==> src/rtl/uart_tx_arb_pkg.sv <==
// Shared types and helpers for the UART transmit arbiter slice.
package uart_tx_arb_pkg;

  typedef enum logic {
    ST_IDLE = 1'b0,
    ST_LOCK = 1'b1
  } state_t;

  function automatic int clog2(input int v);
    int r;
    r = 0;
    for (int p = 1; p < v; p = p * 2) r++;
    return r;
  endfunction

endpackage

==> src/rtl/uart_tx_arb_if.sv <==
// Requester-side and UART-side handshake bundle of the transmit arbiter.
interface uart_tx_arb_if #(
  parameter int N_REQ  = 2,
  parameter int DATA_W = 8
);
  logic [N_REQ-1:0]        req_valid;
  logic [N_REQ-1:0]        req_last;
  logic [N_REQ*DATA_W-1:0] req_data;
  logic [N_REQ-1:0]        req_ready;
  logic                    tx_valid;
  logic [DATA_W-1:0]       tx_data;
  logic                    tx_ready;
  logic [N_REQ-1:0]        grant;
  logic                    busy;
  logic                    to_evt;

  modport slave (
    input  req_valid, req_last, req_data, tx_ready,
    output req_ready, tx_valid, tx_data, grant, busy, to_evt
  );

  modport master (
    output req_valid, req_last, req_data, tx_ready,
    input  req_ready, tx_valid, tx_data, grant, busy, to_evt
  );
endinterface

==> src/rtl/uart_tx_arb_rr_pick.sv <==
// Combinational round-robin finder: first set bit of req at or above ptr, with wrap.
module rr_pick #(
  parameter int N     = 2,
  parameter int PTR_W = 1
) (
  input  logic [N-1:0]     req,
  input  logic [PTR_W-1:0] ptr,
  output logic [N-1:0]     onehot,
  output logic             found
);
  logic [PTR_W:0] idx;

  // One extra index bit so the wrap is exact for non-power-of-two N.
  always_comb begin
    onehot = '0;
    found  = 1'b0;
    idx    = '0;
    for (int unsigned i = 0; i < N; i++) begin
      idx = {1'b0, ptr} + (PTR_W+1)'(i);
      if (idx >= (PTR_W+1)'(N)) idx = idx - (PTR_W+1)'(N);
      if (!found && req[idx[PTR_W-1:0]]) begin
        onehot[idx[PTR_W-1:0]] = 1'b1;
        found = 1'b1;
      end
    end
  end
endmodule

==> src/rtl/uart_tx_arb.sv <==
// Round-robin, message-locking arbiter sharing one UART TX write port; idle timeout frees stalled locks.
module uart_tx_arb
  import uart_tx_arb_pkg::*;
#(
  parameter int N_REQ   = 2,
  parameter int DATA_W  = 8,
  parameter int IDLE_TO = 1024,
  parameter int CNT_W   = 11
) (
  input  logic          clk,
  input  logic          rst,
  uart_tx_arb_if.slave  bus
);
  localparam int PTR_W = clog2(N_REQ);

  state_t             state_q, state_d;
  logic [N_REQ-1:0]   grant_q, grant_d, pick;
  logic [PTR_W-1:0]   rr_q, rr_d, owner, owner_nxt;
  logic [CNT_W-1:0]   cnt_q, cnt_d;
  logic               to_q, to_d;
  logic               found, gv, g_last, xfer;
  logic [DATA_W-1:0]  data_mux;

  rr_pick #(.N(N_REQ), .PTR_W(PTR_W)) u_pick (
    .req    (bus.req_valid),
    .ptr    (rr_q),
    .onehot (pick),
    .found  (found)
  );

  always_comb begin
    owner    = '0;
    data_mux = '0;
    for (int unsigned i = 0; i < N_REQ; i++) begin
      if (grant_q[i]) begin
        owner    = PTR_W'(i);
        data_mux = bus.req_data[i*DATA_W +: DATA_W];
      end
    end
  end

  assign owner_nxt = (owner == PTR_W'(N_REQ-1)) ? '0 : owner + PTR_W'(1);
  assign gv        = |(grant_q & bus.req_valid);
  assign g_last    = |(grant_q & bus.req_valid & bus.req_last);
  assign xfer      = gv & bus.tx_ready;

  always_ff @(posedge clk or posedge rst) begin
    if (rst) begin
      state_q <= ST_IDLE;
      grant_q <= '0;
      rr_q    <= '0;
      cnt_q   <= '0;
      to_q    <= 1'b0;
    end else begin
      state_q <= state_d;
      grant_q <= grant_d;
      rr_q    <= rr_d;
      cnt_q   <= cnt_d;
      to_q    <= to_d;
    end
  end

  // A last-byte transfer is checked first so it always beats the timeout.
  always_comb begin
    state_d = state_q;
    grant_d = grant_q;
    rr_d    = rr_q;
    cnt_d   = cnt_q;
    to_d    = 1'b0;
    case (state_q)
      ST_IDLE: begin
        cnt_d = '0;
        if (found) begin
          grant_d = pick;
          state_d = ST_LOCK;
        end
      end
      ST_LOCK: begin
        if (xfer && g_last) begin
          state_d = ST_IDLE;
          grant_d = '0;
          rr_d    = owner_nxt;
          cnt_d   = '0;
        end else if (gv) begin
          cnt_d = '0;
        end else if (cnt_q == CNT_W'(IDLE_TO-1)) begin
          state_d = ST_IDLE;
          grant_d = '0;
          rr_d    = owner_nxt;
          cnt_d   = '0;
          to_d    = 1'b1;
        end else begin
          cnt_d = cnt_q + CNT_W'(1);
        end
      end
      default: begin
        state_d = ST_IDLE;
        grant_d = '0;
      end
    endcase
  end

  assign bus.tx_valid  = gv;
  assign bus.tx_data   = data_mux;
  assign bus.req_ready = grant_q & {N_REQ{bus.tx_ready}};
  assign bus.grant     = grant_q;
  assign bus.busy      = (state_q == ST_LOCK);
  assign bus.to_evt    = to_q;
endmodule

==> src/flat_wrapper.sv <==
// flat-port wrapper written by rule: the top's interface ports become plain ports
module uart_tx_arb_flat import uart_tx_arb_pkg::*;
#(
  parameter int N_REQ   = 2,
  parameter int DATA_W  = 8,
  parameter int IDLE_TO = 1024,
  parameter int CNT_W   = 11
)
  (clk, rst, bus_req_valid, bus_req_last, bus_req_data, bus_tx_ready, bus_req_ready, bus_tx_valid, bus_tx_data, bus_grant, bus_busy, bus_to_evt);
  uart_tx_arb_if #(.N_REQ(N_REQ), .DATA_W(DATA_W)) bus_i ();
  input  logic clk;
  input  logic rst;
  input wire logic [$bits(bus_i.req_valid)-1:0] bus_req_valid;
  input wire logic [$bits(bus_i.req_last)-1:0] bus_req_last;
  input wire logic [$bits(bus_i.req_data)-1:0] bus_req_data;
  input wire logic [$bits(bus_i.tx_ready)-1:0] bus_tx_ready;
  output wire logic [$bits(bus_i.req_ready)-1:0] bus_req_ready;
  output wire logic [$bits(bus_i.tx_valid)-1:0] bus_tx_valid;
  output wire logic [$bits(bus_i.tx_data)-1:0] bus_tx_data;
  output wire logic [$bits(bus_i.grant)-1:0] bus_grant;
  output wire logic [$bits(bus_i.busy)-1:0] bus_busy;
  output wire logic [$bits(bus_i.to_evt)-1:0] bus_to_evt;
  assign bus_i.req_valid = bus_req_valid;
  assign bus_i.req_last = bus_req_last;
  assign bus_i.req_data = bus_req_data;
  assign bus_i.tx_ready = bus_tx_ready;
  assign bus_req_ready = bus_i.req_ready;
  assign bus_tx_valid = bus_i.tx_valid;
  assign bus_tx_data = bus_i.tx_data;
  assign bus_grant = bus_i.grant;
  assign bus_busy = bus_i.busy;
  assign bus_to_evt = bus_i.to_evt;
  uart_tx_arb #(.N_REQ(N_REQ), .DATA_W(DATA_W), .IDLE_TO(IDLE_TO), .CNT_W(CNT_W)) u_core (.clk(clk), .rst(rst), .bus(bus_i));
endmodule
==> config.mk <==
export PLATFORM = sky130hd
export DESIGN_NAME = uart_tx_arb_flat
export DESIGN_NICKNAME = d
export VERILOG_FILES = /design/src/rtl/uart_tx_arb_pkg.sv /design/src/rtl/uart_tx_arb_if.sv /design/src/rtl/uart_tx_arb_rr_pick.sv /design/src/rtl/uart_tx_arb.sv /design/src/flat_wrapper.sv
export SDC_FILE = /design/constraint.sdc
export NUM_CORES = 1
export LEC_CHECK = 0
export BUFFER_PORTS_ARGS = -buffer_cell sky130_fd_sc_hd__buf_2
export CAP_MARGIN = 5
export CORE_MARGIN = 3
export CORE_UTILIZATION = 49
export DETAILED_ROUTE_END_ITERATION = 7
export GPL_ROUTABILITY_DRIVEN = 0
export PLACE_DENSITY = 0.9
export SYNTH_ARGS = -nofsm -noshare
export SYNTH_HDL_FRONTEND = slang
export SYNTH_SLANG_ARGS = --single-unit
==> constraint.sdc <==
create_clock -name clk -period 3.57 [get_ports clk]
set_input_delay 0.1785 -clock clk [delete_from_list [all_inputs] [get_ports clk]]
set_output_delay 0.1785 -clock clk [all_outputs]
set_load 0.02 [all_outputs]
==> results.yml, run 1 <==
clocking:
  cts_resized: 0
  cts_sinks: 16
  cts_buffer_depth: 2
  clk_latency_ns: 0.29
  htreeDepth: 1
  cts-buffers-inserted: 3
  clk_pin_slew_worst_paths_ns: 0.10
  cts-root-buf: "clkbuf_4"
  cts_tree: "yes"
critical_path:
  startpoint: "u_core.bus.grant[1]"
  reg2reg_depth: 4
  worst_setup_path_end_kind: "output pin"
  crit_family: "flip-flops"
  critPathArrivalTime_ns: 1.63
  reg2reg_from: "u_core.bus.grant[1]"
  crit_fanout: 16
  cp_cell_sequence: "nor2b_1 > a22o_1 > buf_2"
  crit_path_start_kind: "flip-flop"
  slowest_delay_ns: 0.55
  crit_type: "reg2out"
  cp_num_cells: 3
  cp.required_ns: 3.39
  path_buf_inv: 1
  cpMaxStageDelayCell: "dfrtp_1"
sta:
  finalCriticalPeriod_ns: 1.80
  min_period_over_period: 0.505
  maxSlewViolCount: 0
  fmax_mhz: 554
  finalHoldViolations: 0
  slew_headroom: 0.617
  worst_pin_slew_ns: 0.574
  skew_ns: 0.0130
  rsz0062_at_grt: "false"
  finalSetupViolCount: 0
  fin_setup_tns_ns: 0
synthesis:
  ys_seq_area_frac: 0.468
  synthSimpleGateAreaFrac: 0.231
  synth_top_family_by_area: "simple AND/OR/NAND/NOR gates"
  syn_nets: 110
  synth_top_area_share: 0.468
  synthXorXnorAreaFrac: 0.0819
  syn_area_per_cell_sq_um: 9.95
  synth_compound_area_frac: 0.158
  synth_cell_type_count: 28
  synth_mux_area_frac: 0.0117
  synth_top_cell_by_area: "dfrtp_1"
  ys_warn_count: 0
  syn-cell-area_sq_um: 856
  synthAdderAreaFrac: 0.0146
  yosys_register_bits: 16
  synth_cells: 86
  synth_area_leaders: "dfrtp_1 (47%), a22o_1 (7.2%), xor2_1 (5.1%)"
floorplan:
  die_h_microns: 47.8
  dieArea_sq_um: 2280
  core_area_sq_um: 1580
  start_util: 0.543
  die_x_microns: 47.8
  rows: 14
  io_pins: 38
grt:
  antenna_found_initial: 0
  grt_usage: 0.173
  grt_pass1_wl_mm: 2.73
  grt_max_degree: 17
  grt_pass1_vias: 606
  grt-ovfl-total: 0
cells_and_area:
  diodes: 0
  fillers: 117
  fin_nets: 150
  final_common_cell: "buf_2"
  fin_cells: 141
  drive_gt1_frac: 0.352
  multi_input_area_sq_um: 425
  regArea_sq_um: 400
  layout_common_cells: "buf_2 (37), dfrtp_1 (16), nor2_1 (11), nand2_1 (7), a22o_1 (7)"
  syn2layout_area_growth_pct: 27.6
worst_hold_path:
  holdCritStartpoint: "bus_req_valid[0]"
  hold_depth: 2
  hold_class: "in2reg"
pwr:
  irDropWorstVdd_uv: 391
  p_comb_frac: 0.447
  internal_power_mw: 0.407
  p_sw_frac: 0.424
  switchingPower_mw: 0.300
  clockPowerShare: 0.167
  leakage_nw: 0.603
  pwr-share-seq: 0.387
  powerDensity_nw_per_um2: 647
  total_power_mw: 0.707
flow_run:
  drv_cap: 0
detailed_routing:
  wl_per_cell_microns: 13.3
  antenna_left: 0
  totalWireLength_mm: 1.88
  drc: 0
  first_pass_iters: 4
  vias: 750
  via_per_inst: 5.32
  drt_iter0_markers: 16
placement:
  dp_hpwl_mm: 1.49
  dp_cells: 136
  io_buffers: 37
run_status:
  outcome: "complete, no violations"
timing repair:
action / 4_1_cts / 5_1_grt
hold buffers: 1 / 0
setup buffers: 0 / 0
hold endpoints to repair: 16 / 0
metal layers:
metal,global-route usage,routed length [microns]
met1,0.247,825
met2,0.243,989
met3,0.0677,60
met4,0.0484,0
met5,0,0
path summary, 6_finish.rpt:
path / slack (ns) / end
min: 0.18 / u_core.bus.busy
max: 1.77 / bus_tx_data[2]
max reg2reg: 1.88 / u_core.bus.grant[0]
min in group asynchronous: 0.48 / u_core.cnt_q[6]
max in group asynchronous: 2.70 / u_core.bus.grant[0]
min reg2reg: 0.50 / u_core.cnt_q[0]
state kept, by name, indices dropped and copies added (netlist names):
signal	flops
u_core.cnt_q	11
u_core.bus.grant	2
u_core.bus.busy	1
u_core.bus.to_evt	1
u_core.rr_q	1
kinds of logic (layout without fill, tap and decap cells):
family                     Yosys count  count (layout)
DFF                                 16              16
muxes                                1               1
AOI/OAI and AO/OA                   17              17
and+or+nand+nor                     36              36
xor gates and xnor gates             8               8
adders and majority gates            1               1
buffers and inverters                7              46
power groups by stage:
stage | sequential (mW) | clock, mW | combinational (mW)
floorplan | 0.262 | 0 | 0.235
finish | 0.273 | 0.118 | 0.316
detailed placement | 0.276 | 0 | 0.317
CTS | 0.273 | 0.122 | 0.318
global route | 0.281 | 0.133 | 0.348
global placement | 0.269 | 0 | 0.308
cell type report:
type                    count  area share
well taps                  16      0.0183
flip-flops and latches     16       0.367
clock buffers               4      0.0332
inverters                   4      0.0137
multi-input cells          63       0.389
repair buffers             38       0.179
through the flow:
step | hold WS (ns) | instance area, sq um | setup slack (ns) | utilization
floorplan | 0.0922 | 856 | 2.04 | -
global placement | 0.259 | 1050 | 2.00 | 0.663
detailed placement | 0.269 | 1050 | 1.90 | 0.663
CTS | 0.170 | 1090 | 1.75 | 0.693
global route | 0.176 | 1090 | 1.66 | 0.693
finish | 0.185 | 1090 | 1.77 | 0.693
cells in the mapped netlist:
library cell  number
and4_4             1
a22o_1             7
o31a_1             2
inv_1              4
nor3_1             2
a31o_1             2
nand2_1            7
mux2i_1            1
and4_1             1
nand2b_1           2
buf_4              1
clkbuf_1           2
o21ai_2            1
o211ai_1           1
a22oi_1            1
nand4_1            1
xor2_1             5
and3_1             4
dfrtp_1           16
and2_1             3
nand3_1            2
nor2_1            11
o21ai_0            1
ha_1               1
xnor2_1            3
nor2b_1            1
nand4_4            1
a21oi_1            2
No activity file was read; power rests on OpenSTA's default activity.
==> run 2: changes to the inputs <==
- ABC_AREA: unset -> 1
- CORE_UTILIZATION: 49 -> 43
- PLACE_DENSITY: 0.9 -> 0.81
- clock period: 3.57 -> 1.5 ns (I/O delays scaled with it)
==> run 2 against run 1 <==
- via count rose by 24%
- die area rose by 29%
- clock-buffer cell count did not move
- combinational power rose to 2.7 times the previous value
- cell area rose by 16%
- clock skew fell by 0.0093 ns
- critical path depth rose by 1
- critical endpoint is now bus_tx_data[5]
- critical path type unchanged
==> results.yml, run 2 <==
critical_path:
  cpMaxStageDelayCell: "dfrtp_1"
  crit_path_start_kind: "flip-flop"
  reg2reg_from: "u_core.cnt_q[0]"
  crit_fanout: 9
  critPathArrivalTime_ns: 1.32
  crit_type: "reg2out"
  cp.required_ns: 1.42
  crit_family: "flip-flops"
  startpoint: "u_core.bus.grant[1]"
  slowest_delay_ns: 0.47
  worst_setup_path_end_kind: "output pin"
  cp_cell_sequence: "clkinvlp_4 > nand3_1 > nand2_1 > buf_2"
  path_buf_inv: 2
pwr:
  leakage_nw: 0.723
  powerDensity_nw_per_um2: 1380
  irDropWorstVdd_uv: 1100
clocking:
  cts_sinks: 16
  clk_pin_slew_worst_paths_ns: 0.09
  cts_setup_buffers: 0
  cts-root-buf: "clkbuf_4"
  clk_latency_ns: 0.29
  cts-buffers-inserted: 3
  cts_buffer_depth: 2
  htreeDepth: 1
  cts_tree: "yes"
cells_and_area:
  largest_reg_flops: 11
  layout_common_cells: "buf_2 (37), nand2_1 (32), dfrtp_1 (16), nand3_1 (14), nor2_1 (10)"
  top_register: "u_core.cnt_q"
  fin_cells: 191
  diodes: 0
  fin_nets: 189
  syn2layout_area_growth_pct: 26.9
  drive_gt1_frac: 0.421
  final_common_cell: "buf_2"
synthesis:
  ys_warn_count: 0
  synthTopCellsByCount: "nand2_1 (32), dfrtp_1 (16), nand3_1 (14)"
  synth_top_cell_by_area: "dfrtp_1"
  ys_seq_area_frac: 0.401
  synth_cell_type_count: 29
  yosys_register_bits: 16
  yosysMostFrequentCell: "nand2_1"
  synth_top_area_share: 0.401
  synth_edf_count: 0
  async_flop_share: 1.00
  synth_area_leaders: "dfrtp_1 (40%), nand2_1 (12%), nand3_1 (7.0%)"
  ys.flop_type: "dfrtp_1"
  syn_area_per_cell_sq_um: 8.13
  synth_cells: 123
  syn_nets: 147
  syn-cell-area_sq_um: 1000
placement:
  dp_cells: 186
  dp_hpwl_mm: 1.76
  io_buffers: 37
sta:
  maxSlewViolCount: 0
  finalHoldViolations: 0
  skew_ns: 0.00378
  finalSetupViolCount: 0
  worst_pin_slew_ns: 0.581
  fin_setup_tns_ns: 0
  rsz0062_at_grt: "false"
  slew_headroom: 0.612
  fmax_mhz: 719
  min_period_over_period: 0.927
  finalCriticalPeriod_ns: 1.39
grt:
  grt_max_degree: 17
  grt_pass1_vias: 862
  grt_pass1_wl_mm: 3.46
  antenna_found_initial: 0
  grt-ovfl-total: 0
  grt_usage: 0.160
floorplan:
  io_pins: 38
  core_area_sq_um: 2080
  dieArea_sq_um: 2940
  start_util: 0.480
  rows: 16
  die_x_microns: 54.2
  die_h_microns: 54.2
detailed_routing:
  via_per_inst: 4.88
  drt_iter0_markers: 17
  totalWireLength_mm: 2.18
  first_pass_iters: 4
  antenna_left: 0
  drc: 0
  vias: 933
  wl_per_cell_microns: 11.4
worst_hold_path:
  holdCritStartpoint: "bus_req_valid[0]"
  hold_class: "in2reg"
run_status:
  outcome: "complete, no violations"
flow_run:
  drv_cap: 0
==> run 2: changes by cell type in the layout (fill, tap and decap cells not counted), moves of 4 or more <==
cell / previous run / this run
nand2_2: 0 / 6
inv_1: 4 / 9
and3_1: 4 / 0
a22o_1: 7 / 0
nand3_1: 2 / 14
nand2_1: 7 / 32
nor2_2: 0 / 4
==> run 2: repair_timing <==
action,4_1_cts,5_1_grt
endpoints found under the setup margin,0,8
hold buffers,1,0
resized for setup,0,1
endpoints found under the hold margin,16,0
==> run 2: cell type report <==
class,instances,area (sq um)
timing repair buffer,40,210
multi-input combinational,92,539
clock buffer,4,36.3
tap,27,33.8
sequential,16,400
inverter,12,48.8
fill,184,813
==> run 2: path summary, 6_finish.rpt <==
kind / slack, ns / depth (start not counted) / to
max: 0.11 / 4 / bus_tx_data[5]
min: 0.08 / 3 / u_core.bus.grant[0]
max reg2reg: 0.19 / 6 / u_core.rr_q
min reg2reg: 0.49 / 1 / u_core.cnt_q[0]
max in group asynchronous: 0.74 / 3 / u_core.bus.to_evt
min in group asynchronous: 0.38 / 3 / u_core.cnt_q[7]
==> run 2: report_power, final <==
part           internal (mW)  switching (mW)
logic                  0.313           0.527
registers              0.531          0.0977
clock network          0.148           0.134
==> run 2: logic make-up (layout without fill, tap and decap cells) <==
group,after synthesis,count (layout),share of synthesized area
XOR/XNOR,3,3,0.0263
buffers and inverters,15,56,0.0601
AO/OA/AOI/OAI,6,6,0.0388
flip-flops,16,16,0.400
adder cells (fa/ha/maj),1,1,0.0125
AND/OR/NAND/NOR,82,82,0.462
==> run 2: routing by layer <==
layer | vias up | track usage | routed length (microns)
met3 | 4 | 0.0490 | 87
met1 | 442 | 0.200 | 925
met2 | 13 | 0.267 | 1150
met5 | - | 0 | 0
li1 | 474 | - | -
met4 | 0 | 0.0373 | 16
==> run 2: worst reg2reg max path, cell delays in order (launching register included) <==
cell	delay, ns
dfrtp_1	0.39
ha_1	0.20
nand3_1	0.17
nor2_2	0.16
nand3_2	0.13
nand3_1	0.10
nand2_1	0.06
==> run 2: metrics by stage <==
stage                     hold slack [ns]  utilization  cell area (sq um)  total power [mW]  worst slack, ns
after global placement              0.161        0.585               1220              1.44            0.274
final                              0.0846        0.609               1270              1.75            0.110
after global routing               0.0852        0.609               1270              1.90          0.00603
after detailed placement            0.167        0.585               1220              1.48            0.202
after floorplan                   -0.0113            -               1000              1.23            0.312
after CTS                          0.0793        0.608               1260              1.76           0.0716
